$ cat config.mk
export PLATFORM = sky130hd
export DESIGN_NAME = axis_hash_target_check
export DESIGN_NICKNAME = d
export VERILOG_FILES = /design/src/rtl/axis_hash_target_check.sv
export SDC_FILE = /design/constraint.sdc
export NUM_CORES = 1
export LEC_CHECK = 0
export CAP_MARGIN = 25
export CORE_MARGIN = 4
export CORE_UTILIZATION = 50
export DETAILED_ROUTE_END_ITERATION = 10
export PLACE_DENSITY = 0.82
export RECOVER_POWER = 100
export SLEW_MARGIN = 10
export SYNTH_ARGS = -nofsm -noshare
export SYNTH_HDL_FRONTEND = slang
export SYNTH_SLANG_ARGS = --single-unit
export TNS_END_PERCENT = 1
$ cat constraint.sdc
create_clock -name AXIS_ACLK -period 14.7 [get_ports AXIS_ACLK]
set_clock_uncertainty 0.1 [all_clocks]
set_input_delay 2.94 -clock AXIS_ACLK [delete_from_list [all_inputs] [get_ports AXIS_ACLK]]
set_output_delay 2.94 -clock AXIS_ACLK [all_outputs]
set_load 0.05 [all_outputs]
$ cat src/rtl/axis_hash_target_check.sv
// Word-serial 256-bit hash vs. difficulty target comparator.
// Emits a two-beat status/sequence packet per hash and counts hits.
module axis_hash_target_check #(
  parameter int C_S_AXIS_TDATA_WIDTH = 32,
  parameter int C_M_AXIS_TDATA_WIDTH = 32,
  parameter int NUMBER_OF_HASH_WORDS = 8
) (
  input  logic                                AXIS_ACLK,
  input  logic                                AXIS_ARESET,
  input  logic [255:0]                        target,
  input  logic                                S_AXIS_TVALID,
  output logic                                S_AXIS_TREADY,
  input  logic [C_S_AXIS_TDATA_WIDTH-1:0]     S_AXIS_TDATA,
  input  logic [(C_S_AXIS_TDATA_WIDTH/8)-1:0] S_AXIS_TSTRB,
  input  logic                                S_AXIS_TLAST,
  output logic                                M_AXIS_TVALID,
  input  logic                                M_AXIS_TREADY,
  output logic [C_M_AXIS_TDATA_WIDTH-1:0]     M_AXIS_TDATA,
  output logic [(C_M_AXIS_TDATA_WIDTH/8)-1:0] M_AXIS_TSTRB,
  output logic                                M_AXIS_TLAST,
  output logic [15:0]                         hit_count
);

  typedef enum logic [1:0] {RECV = 2'd0, SEND_STATUS = 2'd1, SEND_SEQ = 2'd2} state_t;
  typedef enum logic [1:0] {UNDECIDED = 2'd0, LESS = 2'd1, GREATER = 2'd2} cmp_t;

  localparam logic [2:0] LAST_IDX = 3'(NUMBER_OF_HASH_WORDS - 1);

  state_t        state_r;
  cmp_t          cmp_r;
  cmp_t          cmp_next_s;
  logic [2:0]    cnt_r;
  logic [255:0]  target_q_r;
  logic [31:0]   status_r;
  logic [31:0]   status_s;
  logic [31:0]   seq_num_r;
  logic [15:0]   hit_count_r;
  logic [15:0]   hit_count_next_s;
  logic          s_tready_r;
  logic          m_tvalid_r;
  logic          m_tlast_r;
  logic [31:0]   m_tdata_r;
  logic [31:0]   tgt_word_s;
  logic          beat_s;
  logic          last_beat_s;
  logic          short_s;
  logic          no_tlast_s;
  logic          hit_s;
  logic          unused_s;

  assign unused_s      = ^S_AXIS_TSTRB;
  assign beat_s        = S_AXIS_TVALID && s_tready_r;
  assign S_AXIS_TREADY = s_tready_r;
  assign M_AXIS_TVALID = m_tvalid_r;
  assign M_AXIS_TLAST  = m_tlast_r;
  assign M_AXIS_TDATA  = m_tdata_r;
  assign M_AXIS_TSTRB  = 4'hF;
  assign hit_count     = hit_count_r;

  // Select the target word for the current beat; word 0 comes straight from the port.
  always_comb begin
    tgt_word_s = 32'd0;
    case (cnt_r)
      3'd0:    tgt_word_s = target[255:224];
      3'd1:    tgt_word_s = target_q_r[223:192];
      3'd2:    tgt_word_s = target_q_r[191:160];
      3'd3:    tgt_word_s = target_q_r[159:128];
      3'd4:    tgt_word_s = target_q_r[127:96];
      3'd5:    tgt_word_s = target_q_r[95:64];
      3'd6:    tgt_word_s = target_q_r[63:32];
      3'd7:    tgt_word_s = target_q_r[31:0];
      default: tgt_word_s = target[255:224];
    endcase
  end

  // The first differing word decides the result; later words cannot change it.
  always_comb begin
    cmp_next_s = cmp_r;
    if (cmp_r == UNDECIDED) begin
      if (S_AXIS_TDATA < tgt_word_s) begin
        cmp_next_s = LESS;
      end else if (S_AXIS_TDATA > tgt_word_s) begin
        cmp_next_s = GREATER;
      end else begin
        cmp_next_s = UNDECIDED;
      end
    end else begin
      cmp_next_s = cmp_r;
    end
  end

  // Packet-end classification and status word assembly.
  always_comb begin
    last_beat_s = S_AXIS_TLAST || (cnt_r == LAST_IDX);
    short_s     = S_AXIS_TLAST && (cnt_r != LAST_IDX);
    no_tlast_s  = !S_AXIS_TLAST && (cnt_r == LAST_IDX);
    hit_s       = (cmp_next_s == LESS) && !short_s;
    status_s    = {20'd0, ({1'b0, cnt_r} + 4'd1), 5'd0, no_tlast_s, short_s, hit_s};
    if (hit_count_r == 16'hFFFF) begin
      hit_count_next_s = hit_count_r;
    end else begin
      hit_count_next_s = hit_count_r + 16'd1;
    end
  end

  // Receive / send-status / send-sequence state machine with registered stream outputs.
  always_ff @(posedge AXIS_ACLK or posedge AXIS_ARESET) begin
    if (AXIS_ARESET) begin
      state_r     <= RECV;
      cmp_r       <= UNDECIDED;
      cnt_r       <= 3'd0;
      target_q_r  <= 256'd0;
      status_r    <= 32'd0;
      seq_num_r   <= 32'd0;
      hit_count_r <= 16'd0;
      s_tready_r  <= 1'b1;
      m_tvalid_r  <= 1'b0;
      m_tlast_r   <= 1'b0;
      m_tdata_r   <= 32'd0;
    end else begin
      case (state_r)
        RECV: begin
          if (beat_s) begin
            if (cnt_r == 3'd0) begin
              target_q_r <= target;
            end
            if (last_beat_s) begin
              status_r   <= status_s;
              m_tdata_r  <= status_s;
              m_tvalid_r <= 1'b1;
              m_tlast_r  <= 1'b0;
              s_tready_r <= 1'b0;
              cnt_r      <= 3'd0;
              cmp_r      <= UNDECIDED;
              state_r    <= SEND_STATUS;
            end else begin
              cnt_r <= cnt_r + 3'd1;
              cmp_r <= cmp_next_s;
            end
          end
        end
        SEND_STATUS: begin
          if (M_AXIS_TREADY) begin
            m_tdata_r <= seq_num_r;
            m_tlast_r <= 1'b1;
            state_r   <= SEND_SEQ;
          end
        end
        SEND_SEQ: begin
          if (M_AXIS_TREADY) begin
            seq_num_r <= seq_num_r + 32'd1;
            if (status_r[0]) begin
              hit_count_r <= hit_count_next_s;
            end
            m_tvalid_r <= 1'b0;
            m_tlast_r  <= 1'b0;
            m_tdata_r  <= 32'd0;
            s_tready_r <= 1'b1;
            state_r    <= RECV;
          end
        end
        default: begin
          state_r    <= RECV;
          cmp_r      <= UNDECIDED;
          cnt_r      <= 3'd0;
          s_tready_r <= 1'b1;
          m_tvalid_r <= 1'b0;
          m_tlast_r  <= 1'b0;
          m_tdata_r  <= 32'd0;
        end
      endcase
    end
  end

endmodule
After elaboration in Yosys (flattened, before gate mapping)
Index checks and enable logic that the tools add are counted.
{ "totals": {"ram_bits": 0, "reg_bits": 315, "latchBits": 0, "input_bits": 297, "memories": 0, "word_cells": 83, "output_inout_bits": 55, "romBits": 0} }
{ "classes": {"n_reduce_logical": 18, "mul": 0, "n_eq_ne": 16, "n_addsub": 4, "n_div": 0, "shift": 0, "bitwise": 3, "n_mux": 29, "order_cmp": 2} }
{ "ops": {"columns": ["operator", "count"], "rows": [
  ["$pmux W32 S8", 1],
  ["$mux W32", 4],
  ["$pmux W32 S3", 1],
  ["$add A32 B1 Y32 const B", 1],
  ["$gt A32 B32 Y1", 1],
  ["$lt A32 B32 Y1", 1],
  ["$mux W2", 9],
  ["$add A16 B1 Y16 const B", 1],
  ["$eq A16 B16 Y1 const B", 1],
  ["$eq A3 B3 Y1 const B", 4],
  ["$reduce_and A4 Y1", 3],
  ["$pmux W1 S3", 3],
  ["$ne A2 B2 Y1 const B", 4],
  ["$eq A3 B2 Y1 const B", 2],
  ["$mux W1", 6],
  ["$mux W3", 2],
  ["$pmux W2 S3", 1],
  ["$pmux W3 S2", 1],
  ["$reduce_and A3 Y1", 2],
  ["$add A3 B1 Y4 const B", 1],
  ["$eq A2 B1 Y1 const B", 2],
  ["$logic_and A1 B1 Y1", 4],
  ["$logic_not A2 Y1", 2],
  ["$pmux W2 S2", 1],
  ["10 further kinds", 14]
]} }

Depth between registers and ports, before layout
Gate-level depths: netlist of the first run.
{ "logic_depth": {"ltp_word": 11, "ltp_mapped": 17, "ltp_nobuf": 13} }

Worst setup path before layout of the first run
No wires, ideal clock.
{ "synth_timing": {"path_type": "input port to flip-flop", "startpoint": "input port target[238]", "endpoint": "register cmp_r[0]", "required_time_ps": 14490, "n_path_buf": 0, "arrival_time_ps": 4512, "setup_time_ps": 110, "path_stages": 7, "path_slack_ps": 9978, "cell_sequence": "o21ai_0 > ha_1 > a21oi_1 > nand2_1 > a221o_1 > o31a_1 > o41ai_1"} }
{ "synth_between": {"elab_chain_cells": 7} }
{ "synth_rtl": {"columns": ["item", "line_no", "rtl"], "rows": [
  ["start: declaration", "10", "input logic [255:0] target,"],
  ["$pmux W32 S8", "63", "case (cnt_r)"],
  ["$lt A32 B32 Y1", "80", "if (S_AXIS_TDATA < tgt_word_s) begin"],
  ["$mux W2", "80", null],
  ["$mux W2", "79", "if (cmp_r == UNDECIDED) begin"],
  ["$mux W2", "127", "if (last_beat_s) begin"],
  ["$mux W2", "123", "if (beat_s) begin"],
  ["$pmux W2 S2", "121", "case (state_r)"],
  ["end signal: assignment", "138", "cmp_r <= cmp_next_s;"],
  ["end: declaration", "30", "cmp_t cmp_r;"]
]} }
Every way passes these cells. The select of a mux whose other input is x is not followed.
A chain may end at the register's enable or synchronous reset.

Worst setup path in the final report of the first run
{ "layout_timing": {"startpoint": "input port S_AXIS_TVALID", "endpoint": "register target_q_r[16]"} }
{ "layout_between": {"elab_chain_cells": 2} }
{ "layout_rtl": {"columns": ["item", "line_no", "rtl"], "rows": [
  ["start: declaration", "11", "input logic S_AXIS_TVALID,"],
  ["$logic_and A1 B1 Y1", "52", "assign beat_s = S_AXIS_TVALID && s_tready_r;"],
  ["$reduce_and A3 Y1 (no source line)", null, null],
  ["end signal: assignment", "125", "target_q_r <= target;"],
  ["end: declaration", "33", "logic [255:0] target_q_r;"]
]} }
Every way passes these cells.

==> insert_results.sql, run 1 <==
INSERT INTO impl_metrics (metric_group, metric, value, unit) VALUES
('run_status', 'status', 'complete, but fails checks', ''),
('run_status', 'failed_checks', 'capacitance limit, slew limit', ''),
('placed_design', 'globalplace.congestion', '0.870', ''),
('finish', 'syn_to_final_growth', '32.7', '%'),
('routing', 'routed_wirelength', '40800', 'um'),
('placed_design', 'place.detailed.hpwl', '28300', 'um'),
('floorplan', 'die_y', '180', 'um'),
('placed_design', 'place.detailed.instances', '1819', ''),
('floorplan', 'count_of_boundary_i_o_pins', '352', ''),
('floorplan', 'core_area', '28900', 'sq um'),
('clocking', 'clock_tree.root_cell', 'sky130_fd_sc_hd__clkbuf_16', ''),
('routing', 'detail_route.drc_violations', '0', ''),
('synth', 'synth-seq-area-share', '53.4', '%'),
('setup_path', 'critPathCaptureType', 'flop', ''),
('setup_path', 'worstPathCellList', 'dlygate4sd3_1, nand3_1, nor3b_1, clkbuf_1, clkbuf_1, clkbuf_1, mux2_2', ''),
('timing', 'unrepaired_setup_endpoints_after_global_routing', 'false', ''),
('finish', 'layout.area.seq', '7860', 'sq um'),
('setup_path', 'timing.critical_path.depth', '7', ''),
('routing', 'drt-initial-drc-count', '753', ''),
('finish', 'cell_area_after_layout', '19500', 'sq um'),
('setup_path', 'critical_path.top_delay_family', 'buffers and inverters', ''),
('setup_path', 'worstPathMaxFanout', '71', ''),
('timing', 'final-hold-violation-count', '0', ''),
('timing', 'period_needed', '9.43', 'ns'),
('clocking', 'clk_pin_slew', '0.06', 'ns'),
('timing', 'timing_max_transition_violations_final', '441', ''),
('setup_path', 'worstPathBufferInverterCount', '4', ''),
('min_path', 'hold_path_depth', '1', ''),
('floorplan', 'die_area', '32200', 'sq um'),
('synth', 'yosys.cell_types.count', '58', ''),
('placed_design', 'placed_cell_area', '18500', 'sq um'),
('timing', 'timing.final.crit_share', '64.1', '%'),
('clocking', 'hold_buffers', '0', ''),
('floorplan', 'rows', '62', ''),
('pwr', 'p_leak', '9.04', 'nW'),
('setup_path', 'critical_path.startpoint_type', 'input port', ''),
('routing', 'total_vias_in_the_final_route', '11000', ''),
('routing', 'antenna_left', '0', ''),
('job', 'drv_cap', '8', ''),
('timing', 'tightest_slew', '3.87', 'ns'),
('setup_path', 'crit_slowest_cell', 'sky130_fd_sc_hd__clkbuf_1', ''),
('setup_path', 'critical-path-top-cell-by-count', 'sky130_fd_sc_hd__clkbuf_1', ''),
('floorplan', 'initial_utilization', '51.0', '%'),
('synth', 'async_flop_share', '100', '%'),
('setup_path', 'worst_r2r_startpoint', 'cnt_r[2]', ''),
('global_routing', 'grt_max_degree', '88', ''),
('clocking', 'htree_num_levels', '2', ''),
('timing', 'final_number_of_setup_violating_endpoints', '0', ''),
('global_routing', 'antenna_found_initial', '7', ''),
('routing', 'drt-wirelength-per-cell', '21.6', 'um'),
('synth', 'synth_warnings', '0', ''),
('finish', 'final-instance-count-excl-fill', '1888', ''),
('routing', 'drt_pre_antenna_iters', '5', ''),
('clocking', 'clock_tree_from_tritoncts', 'done', ''),
('setup_path', 'arrival', '9.75', 'ns'),
('min_path', 'min_from', 'seq_num_r[31]', ''),
('clocking', 'cts_max_path_buffers', '3', ''),
('pwr', 'pwr_density_cell', '94.1', 'nW/um^2'),
('clocking', 'postCtsSetupBuffers', '0', ''),
('setup_path', 'rrSetupSlack', '7.19', 'ns'),
('synth', 'synthCells', '1147', ''),
('setup_path', 'timing_worst_setup_path_type', 'input port to flop', ''),
('finish', 'drive_gt1_share', '23.1', '%'),
('pwr', 'worst_ir_drop_vdd', '81.6', 'uV'),
('floorplan', 'die_width', '180', 'um'),
('clocking', 'clock_latency', '0.51', 'ns'),
('min_path', 'hold_path_end', 'seq_num_r[31]', ''),
('min_path', 'hold_class', 'flop to flop', ''),
('finish', 'area_occupied_by_multi_input_gates', '6410', 'sq um'),
('setup_path', 'worstRegToRegCells', '6', ''),
('timing', 'maxClockFrequency', '106', 'MHz');
==> per-stage QoR <==
stage          setup slack [ns]  power (mW)  utilization [%]  hold slack [ns]
2_1_floorplan              2.98       0.913                -            0.342
3_5_place_dp               8.76        1.00             63.9            0.363
6_report                   5.27        1.84             67.7            0.377
3_3_place_gp               8.78        1.00             63.9            0.365
4_1_cts                    9.27        1.85             67.8            0.377
5_1_grt                    4.67        1.90             67.6            0.400
==> layout make-up <==
class,instances,area share (%)
Sequential cell,314,40.3
Multi-Input combinational cell,748,32.8
Timing Repair Buffer,361,18.4
Clock buffer,53,5.36
Tap cell,384,2.46
Clock inverter,8,0.346
Inverter,15,0.295
Antenna cell,5,0.0641
==> routing by layer <==
layer	track usage, %	wire, um
met5	0	41
met1	30.2	16100
met2	41.0	19800
met4	8.50	1500
met3	7.36	3360
==> power breakdown <==
group	switching (mW)	leakage, nW	total, mW	internal [mW]
clock	0.341	0.549	0.848	0.507
sequential	0	4.38	0.865	0.865
combinational	0.0464	4.12	0.125	0.0784
==> flip-flops by register name (all words and copies together) (netlist names) <==
signal / count
target_q_r: 224
status_r: 1
S_AXIS_TREADY: 1
cmp_r: 2
M_AXIS_TVALID: 1
seq_num_r: 32
M_AXIS_TDATA: 32
hit_count: 16
state_r: 2
cnt_r: 3
==> how the worst max path moves through the flow <==
stage	endpoint	slack [ns]
2_1_floorplan	M_AXIS_TDATA[0]	2.98
3_3_place_gp	target_q_r[137]	8.78
3_5_place_dp	target_q_r[47]	8.76
4_1_cts	target_q_r[170]	9.27
5_1_grt	target_q_r[85]	4.67
6_report	target_q_r[16]	5.27
==> placed cells by master, fill, tap and decap left out, drive strengths merged, types with 22 or more instances in the layout <==
| cell type | count |
|---|---|
| xnor2 | 36 |
| a222oi | 32 |
| o21ai | 37 |
| a22o | 25 |
| ha | 43 |
| dfrtp | 313 |
| nand3 | 23 |
| nand4 | 49 |
| clkdlybuf4s50 | 288 |
| a21oi | 22 |
| mux2 | 280 |
| clkbuf | 63 |
| dlygate4sd3 | 55 |
| nand2 | 88 |
==> cells in the mapped netlist (all sizes together) (2+ instances only) <==
| library cell | n | share of area (%) |
|---|---|---|
| dfrtp | 313 | 53 |
| mux2 | 280 | 21 |
| nand2 | 88 | 2.2 |
| nand4 | 49 | 2.1 |
| ha | 43 | 3.7 |
| buf | 42 | 1.6 |
| o21ai | 37 | 1.3 |
| xnor2 | 36 | 2.1 |
| a222oi | 32 | 2.2 |
| clkbuf | 31 | 0.79 |
| a22o | 25 | 1.5 |
| nand3 | 23 | 0.82 |
| a21oi | 22 | 0.75 |
| nor2 | 19 | 0.48 |
| inv | 15 | 0.38 |
| a221oi | 13 | 0.77 |
| xor2 | 10 | 0.60 |
| and3 | 8 | 0.34 |
| a221o | 7 | 0.48 |
| nor3 | 7 | 0.31 |
| and4 | 5 | 0.30 |
| nor4 | 5 | 0.42 |
| and2 | 4 | 0.17 |
| o22ai | 3 | 0.13 |
| a2111oi | 2 | 0.20 |
| nand2b | 2 | 0.085 |
| o211ai | 2 | 0.10 |
| o31ai | 2 | 0.10 |
==> cells by family (layout without fill, tap and decap cells) <==
| group | after synthesis | after routing | synth area share (%) |
|---|---|---|---|
| DFF | 314 | 314 | 53.4 |
| other | 1 | 9 | 0.0255 |
| AOI/OAI and AO/OA | 158 | 158 | 8.28 |
| muxes | 281 | 281 | 21.5 |
| adders and majority gates | 43 | 43 | 3.66 |
| xor gates and xnor gates | 46 | 46 | 2.74 |
| and+or+nand+nor | 216 | 216 | 7.62 |
| buffers and inverters | 88 | 437 | 2.74 |
(Power assumes the default switching activity.)
==> run 2, diff against run 1 <==
==> constraint.sdc (replaced) <==
create_clock -name AXIS_ACLK -period 9.1 [get_ports AXIS_ACLK]
set_clock_uncertainty 0.1 [all_clocks]
set_input_delay 1.82 -clock AXIS_ACLK [delete_from_list [all_inputs] [get_ports AXIS_ACLK]]
set_output_delay 1.82 -clock AXIS_ACLK [all_outputs]
set_load 0.05 [all_outputs]
==> insert_results.sql, run 2 (synthesis gave the netlist of run 1 again) <==
INSERT INTO impl_metrics (metric_group, metric, value, unit) VALUES
('finish', 'mostFrequentLayoutCells', 'sky130_fd_sc_hd__dfrtp_1, sky130_fd_sc_hd__clkdlybuf4s50_1, sky130_fd_sc_hd__mux2_2', ''),
('clocking', 'numCtsBuffers', '35', ''),
('finish', 'drive_gt1_share', '23.3', '%'),
('floorplan', 'core_area', '28900', 'sq um'),
('clocking', 'postCtsSetupBuffers', '0', ''),
('timing', 'final.setup.tns', '0', 'ns'),
('setup_path', 'critical_path.startpoint_type', 'flop', ''),
('clocking', 'cts_repair_resize_count', '0', ''),
('clocking', 'htree_num_levels', '2', ''),
('timing', 'maxClockFrequency', '165', 'MHz'),
('global_routing', 'grt_max_degree', '225', ''),
('global_routing', 'global_route.usage.total', '24.3', '%'),
('routing', 'routed_wirelength', '40500', 'um'),
('placed_design', 'globalplace.congestion', '0.848', ''),
('timing', 'timing_max_transition_violations_final', '107', ''),
('pwr', 'p_sw', '0.612', 'mW'),
('setup_path', 'crit_slowest_cell', 'sky130_fd_sc_hd__clkbuf_1', ''),
('finish', 'syn_to_final_growth', '32.2', '%'),
('pwr', 'internal-power', '2.34', 'mW'),
('finish', 'largest_reg_flops', '224', ''),
('pwr', 'worst_ir_drop_vdd', '129', 'uV'),
('pwr', 'sequential_cell_fraction_of_total_power', '47.4', '%'),
('floorplan', 'die_y', '180', 'um'),
('setup_path', 'critical_path.top_delay_family', 'buffers and inverters', ''),
('timing', 'timing.slew.headroom', '-157', '%'),
('setup_path', 'timing_worst_setup_path_type', 'flop to flop', ''),
('routing', 'total_vias_in_the_final_route', '10800', ''),
('setup_path', 'arrival', '6.33', 'ns'),
('timing', 'final-hold-violation-count', '0', ''),
('clocking', 'hold_buffers', '0', ''),
('routing', 'drt_pre_antenna_iters', '6', ''),
('clocking', 'numClockSinks', '314', ''),
('routing', 'number_of_vias_per_cell_after_detailed_routing', '5.78', ''),
('clocking', 'cts_max_path_buffers', '3', ''),
('setup_path', 'worstPathBufferInverterCount', '2', ''),
('floorplan', 'die_width', '180', 'um'),
('pwr', 'power.share.switching', '20.8', '%'),
('routing', 'drt-initial-drc-count', '877', ''),
('global_routing', 'first_global_vias', '11600', ''),
('timing', 'worst_slack', '3.03', 'ns'),
('timing', 'finalHoldWorstSlack', '0.378', 'ns'),
('routing', 'detail_route.drc_violations', '0', ''),
('floorplan', 'rows', '62', ''),
('finish', 'registers.top_by_ff_count', 'target_q_r', ''),
('pwr', 'power.combinational.fraction', '6.8', '%'),
('routing', 'drt-wirelength-per-cell', '21.6', 'um'),
('placed_design', 'port-buffer-count', '343', ''),
('job', 'drv_cap', '2', ''),
('finish', 'layout.cells.most_common', 'sky130_fd_sc_hd__dfrtp_1', ''),
('pwr', 'p_leak', '9.01', 'nW'),
('setup_path', 'cp.required', '9.36', 'ns'),
('pwr', 'pwr-share-clk', '45.9', '%'),
('timing', 'period_needed', '6.07', 'ns'),
('timing', 'unrepaired_setup_endpoints_after_global_routing', 'false', ''),
('setup_path', 'worstPathCellList', 'buf_4, ha_1, clkbuf_1, a222oi_1, nand4_1, o21ai_0, ha_1, nand4_1, nor4_1, a21boi_0, o31a_1, o41ai_1', ''),
('placed_design', 'place.detailed.hpwl', '27700', 'um'),
('floorplan', 'count_of_boundary_i_o_pins', '352', ''),
('finish', 'area_occupied_by_multi_input_gates', '6420', 'sq um'),
('clocking', 'clock_tree.root_cell', 'sky130_fd_sc_hd__clkbuf_16', ''),
('setup_path', 'critical-path-max-stage-delay', '1.64', 'ns'),
('finish', 'nNetsFinal', '1809', ''),
('global_routing', 'grt_remaining_overflow', '0', ''),
('finish', 'fillerInstances', '2098', ''),
('global_routing', 'grt_first_pass_wirelength', '63200', 'um'),
('floorplan', 'die_area', '32200', 'sq um'),
('placed_design', 'dp_worst_setup_slack', '4.12', 'ns'),
('setup_path', 'critPathCaptureType', 'flop', ''),
('min_path', 'hold_class', 'flop to flop', ''),
('clocking', 'clk_pin_slew', '0.06', 'ns'),
('global_routing', 'antenna_found_initial', '4', ''),
('run_status', 'failed_checks', 'capacitance limit, slew limit', ''),
('timing', 'final_number_of_setup_violating_endpoints', '0', ''),
('pwr', 'pwr_density_cell', '152', 'nW/um^2'),
('setup_path', 'worstPathMaxFanout', '68', ''),
('timing', 'timing.final.crit_share', '66.6', '%'),
('timing', 'tightest_slew', '3.85', 'ns'),
('clocking', 'clock_latency', '0.51', 'ns'),
('run_status', 'status', 'complete, but fails checks', ''),
('finish', 'layout.area.seq', '7860', 'sq um'),
('floorplan', 'initial_utilization', '51.0', '%'),
('clocking', 'clock_tree_from_tritoncts', 'done', ''),
('routing', 'antenna_left', '0', '');
==> run 2: changes by cell type in the layout (fill, tap and decap cells not counted), moves of 2 or more <==
cell                       before  now
sky130_fd_sc_hd__diode_2        5    2
sky130_fd_sc_hd__clkinv_2       6    2
sky130_fd_sc_hd__clkbuf_1      20   13
sky130_fd_sc_hd__buf_4          5    7
sky130_fd_sc_hd__buf_16         3    0
sky130_fd_sc_hd__buf_12         0    2
==> run 2: layer usage <==
layer | vias up | GRT usage (%) | wire length [um] | part of all wire [%]
met5 | - | 0 | 31 | 0.077
met4 | 4 | 9.72 | 1700 | 4.2
met3 | 107 | 6.63 | 3150 | 7.8
met2 | 397 | 41.0 | 19500 | 48
met1 | 5420 | 29.9 | 16100 | 40
li1 | 4909 | - | - | -
==> run 2: area by class of cell <==
cell class | instances | share of cell area, %
Sequential cell | 314 | 40.4
Multi-Input combinational cell | 748 | 33.0
Timing Repair Buffer | 355 | 18.2
Clock buffer | 53 | 5.38
Tap cell | 384 | 2.47
Inverter | 15 | 0.309
Clock inverter | 3 | 0.206
Antenna cell | 2 | 0.0257
==> run 2: power by group through the flow <==
stage | Combinational (mW) | Clock, mW | Sequential (mW)
after detailed placement | 0.201 | 0 | 1.42
after CTS | 0.202 | 1.38 | 1.40
after floorplan | 0.0524 | 0 | 1.42
final | 0.200 | 1.35 | 1.40
after global placement | 0.198 | 0 | 1.42
after global routing | 0.217 | 1.44 | 1.40
==> run 2: final timing paths <==
check | start | to | slack [ns] | cells after the start
max | cnt_r[2] | cmp_r[0] | 3.03 | 12
min | seq_num_r[31] | seq_num_r[31] | 0.38 | 1
max reg2reg | cnt_r[2] | cmp_r[0] | 3.03 | 12
min reg2reg | seq_num_r[31] | seq_num_r[31] | 0.38 | 1
max in group asynchronous | AXIS_ARESET | target_q_r[182] | 3.17 | 4
min in group asynchronous | AXIS_ARESET | target_q_r[71] | 3.24 | 3
==> run 2: through the flow <==
step	power, mW	std cells	instance area (sq um)	utilization [%]
final	2.95	1874	19400	67.4
after global routing	3.06	1874	19400	67.4
after CTS	2.98	1872	19500	67.7
after detailed placement	1.62	1816	18400	63.9
after global placement	1.62	1815	18400	63.8
after floorplan	1.48	1150	14700	-
==> run 3, diff against run 2 <==
--- a/config.mk
+++ b/config.mk
@@ -7,9 +7,9 @@
 export LEC_CHECK = 0
 export CAP_MARGIN = 25
 export CORE_MARGIN = 4
-export CORE_UTILIZATION = 50
+export CORE_UTILIZATION = 45
 export DETAILED_ROUTE_END_ITERATION = 10
-export PLACE_DENSITY = 0.82
+export PLACE_DENSITY = 0.78
 export RECOVER_POWER = 100
 export SLEW_MARGIN = 10
 export SYNTH_ARGS = -nofsm -noshare
==> constraint.sdc (replaced) <==
create_clock -name AXIS_ACLK -period 4.9 [get_ports AXIS_ACLK]
set_clock_uncertainty 0.1 [all_clocks]
set_input_delay 0.98 -clock AXIS_ACLK [delete_from_list [all_inputs] [get_ports AXIS_ACLK]]
set_output_delay 0.98 -clock AXIS_ACLK [all_outputs]
set_load 0.05 [all_outputs]
==> insert_results.sql, run 3 (synthesis gave the netlist of run 1 again) <==
INSERT INTO impl_metrics (metric_group, metric, value, unit) VALUES
('timing', 'tightest_slew', '2.95', 'ns'),
('floorplan', 'die_y', '189', 'um'),
('finish', 'layout.area.seq', '7860', 'sq um'),
('timing', 'period_needed', '4.18', 'ns'),
('timing', 'timing_max_transition_violations_final', '346', ''),
('floorplan', 'initial_utilization', '46.1', '%'),
('global_routing', 'global_route.usage.total', '22.4', '%'),
('min_path', 'min_from', 'seq_num_r[31]', ''),
('pwr', 'pwr_density_cell', '285', 'nW/um^2'),
('setup_path', 'setup.worst_path.start', 'cnt_r[0]', ''),
('routing', 'drt-wirelength-per-cell', '20.9', 'um'),
('setup_path', 'worst_r2r_startpoint', 'cnt_r[0]', ''),
('finish', 'syn_to_final_growth', '33.4', '%'),
('pwr', 'p_leak', '9.08', 'nW'),
('clocking', 'htree_num_levels', '2', ''),
('routing', 'total_vias_in_the_final_route', '10800', ''),
('finish', 'fillerInstances', '2539', ''),
('setup_path', 'arrival', '4.48', 'ns'),
('timing', 'final_number_of_setup_violating_endpoints', '0', ''),
('finish', 'mostFrequentLayoutCells', 'sky130_fd_sc_hd__dfrtp_1, sky130_fd_sc_hd__clkdlybuf4s50_1, sky130_fd_sc_hd__mux2_2', ''),
('min_path', 'hold_class', 'flop to flop', ''),
('pwr', 'worst_ir_drop_vdd', '269', 'uV'),
('routing', 'drt-initial-drc-count', '704', ''),
('global_routing', 'grt_max_degree', '140', ''),
('finish', 'area_occupied_by_multi_input_gates', '6420', 'sq um'),
('floorplan', 'rows', '65', ''),
('placed_design', 'dp_worst_setup_slack', '0.662', 'ns'),
('clocking', 'clock_latency', '0.51', 'ns'),
('setup_path', 'cp.required', '5.19', 'ns'),
('finish', 'cell_area_after_layout', '19600', 'sq um'),
('job', 'drv_cap', '3', ''),
('clocking', 'numClockSinks', '314', ''),
('finish', 'registers.top_by_ff_count', 'target_q_r', ''),
('timing', 'final-hold-violation-count', '0', ''),
('timing', 'timing.final.crit_share', '85.4', '%'),
('clocking', 'hold_buffers', '0', ''),
('setup_path', 'worstPathMaxFanout', '33', ''),
('run_status', 'status', 'complete, but fails checks', ''),
('placed_design', 'port-buffer-count', '343', ''),
('clocking', 'cts_repair_resize_count', '0', ''),
('routing', 'number_of_vias_per_cell_after_detailed_routing', '5.59', ''),
('placed_design', 'placed_cell_area', '18600', 'sq um'),
('finish', 'drive_gt1_share', '24.1', '%'),
('run_status', 'failed_checks', 'capacitance limit, slew limit', ''),
('routing', 'drt_pre_antenna_iters', '8', ''),
('min_path', 'hold_path_end', 'seq_num_r[31]', ''),
('pwr', 'post-layout-total-power', '5.60', 'mW'),
('floorplan', 'die_area', '35600', 'sq um'),
('clocking', 'postCtsSetupBuffers', '0', ''),
('clocking', 'clock_tree.root_cell', 'sky130_fd_sc_hd__clkbuf_16', ''),
('global_routing', 'first_global_vias', '11400', ''),
('clocking', 'clock_tree_from_tritoncts', 'done', ''),
('floorplan', 'count_of_boundary_i_o_pins', '352', ''),
('timing', 'worst_slack', '0.716', 'ns'),
('global_routing', 'antenna_found_initial', '7', ''),
('timing', 'unrepaired_setup_endpoints_after_global_routing', 'false', ''),
('routing', 'antenna_left', '0', ''),
('timing', 'maxClockFrequency', '239', 'MHz'),
('floorplan', 'die_width', '189', 'um'),
('setup_path', 'critical_path.startpoint_type', 'flop', ''),
('timing', 'timing.slew.headroom', '-96.4', '%'),
('finish', 'largest_reg_flops', '224', ''),
('floorplan', 'core_area', '31900', 'sq um'),
('timing', 'finalHoldWorstSlack', '0.385', 'ns'),
('placed_design', 'globalplace.congestion', '0.827', ''),
('min_path', 'hold_path_depth', '1', ''),
('finish', 'layout.cells.most_common', 'sky130_fd_sc_hd__dfrtp_1', ''),
('setup_path', 'rrSetupSlack', '0.72', 'ns'),
('global_routing', 'grt_first_pass_wirelength', '63600', 'um'),
('setup_path', 'timing_worst_setup_path_type', 'flop to flop', ''),
('finish', 'nNetsFinal', '1815', ''),
('clocking', 'cts_max_path_buffers', '3', ''),
('setup_path', 'critPathCaptureType', 'flop', ''),
('routing', 'routed_wirelength', '40500', 'um'),
('global_routing', 'grt_remaining_overflow', '0', ''),
('clocking', 'clk_pin_slew', '0.06', 'ns'),
('placed_design', 'place.detailed.hpwl', '29000', 'um'),
('setup_path', 'worstRegToRegCells', '13', ''),
('setup_path', 'worstReg2RegEnd', 'cmp_r[1]', ''),
('routing', 'detail_route.drc_violations', '0', ''),
('clocking', 'numCtsBuffers', '35', '');
## run 3: final cells by class
| class | count | area share, % |
|---|---|---|
| multi-input combinational | 748 | 32.7 |
| sequential | 314 | 40.1 |
| inverter | 15 | 0.293 |
| tap | 435 | 2.77 |
| antenna | 2 | 0.0255 |
| timing repair buffer | 361 | 18.2 |
| clock inverter | 11 | 0.574 |
| clock buffer | 51 | 5.34 |
## run 3: power breakdown
group	leakage [nW]	switching [mW]	internal [mW]
Clock	0.567	1.05	1.59
Combinational	4.14	0.136	0.232
Sequential	4.37	0	2.59
Total	9.08	1.18	4.42
## run 3: how the worst max path moves through the flow
| stage | end | slack (ns) | depth (start not counted) |
|---|---|---|---|
| CTS | cmp_r[1] | 0.65 | 13 |
| detailed placement | cmp_r[1] | 0.66 | 13 |
| finish | cmp_r[1] | 0.72 | 13 |
| floorplan | M_AXIS_TDATA[0] | -0.36 | 1 |
| global placement | cmp_r[1] | 0.74 | 13 |
| global route | target_q_r[177] | 0.26 | 3 |
## run 3: routing by layer
layer	up-vias	GRT usage, %	part of all wire, %
li1	4922	-	-
met1	5400	28.2	40
met2	403	37.4	48
met3	90	6.47	8.4
met4	10	7.40	3.3
met5	-	0	0.17
## run 3: critical path: stages, from the launching register on
cell                       delay, ns
sky130_fd_sc_hd__dfrtp_1        0.43
sky130_fd_sc_hd__ha_1           0.25
sky130_fd_sc_hd__ha_1           0.20
sky130_fd_sc_hd__nor4_1         0.33
sky130_fd_sc_hd__nand2b_2       0.46
sky130_fd_sc_hd__buf_4          0.42
sky130_fd_sc_hd__nand4_1        0.10
sky130_fd_sc_hd__o21ai_0        0.11
sky130_fd_sc_hd__ha_1           0.34
sky130_fd_sc_hd__nand4_1        0.23
sky130_fd_sc_hd__nor4_4         0.48
sky130_fd_sc_hd__a311oi_2       0.17
sky130_fd_sc_hd__o311a_1        0.17
sky130_fd_sc_hd__a221o_1        0.26
## run 3: metrics by stage
step,std cells,utilization (%),setup TNS (ns)
3_5_place_dp,1873,58.2,0
2_1_floorplan,1150,-,-113.32
5_1_grt,1937,61.5,0
4_1_cts,1935,61.9,0
3_3_place_gp,1873,58.2,0
6_report,1937,61.5,0
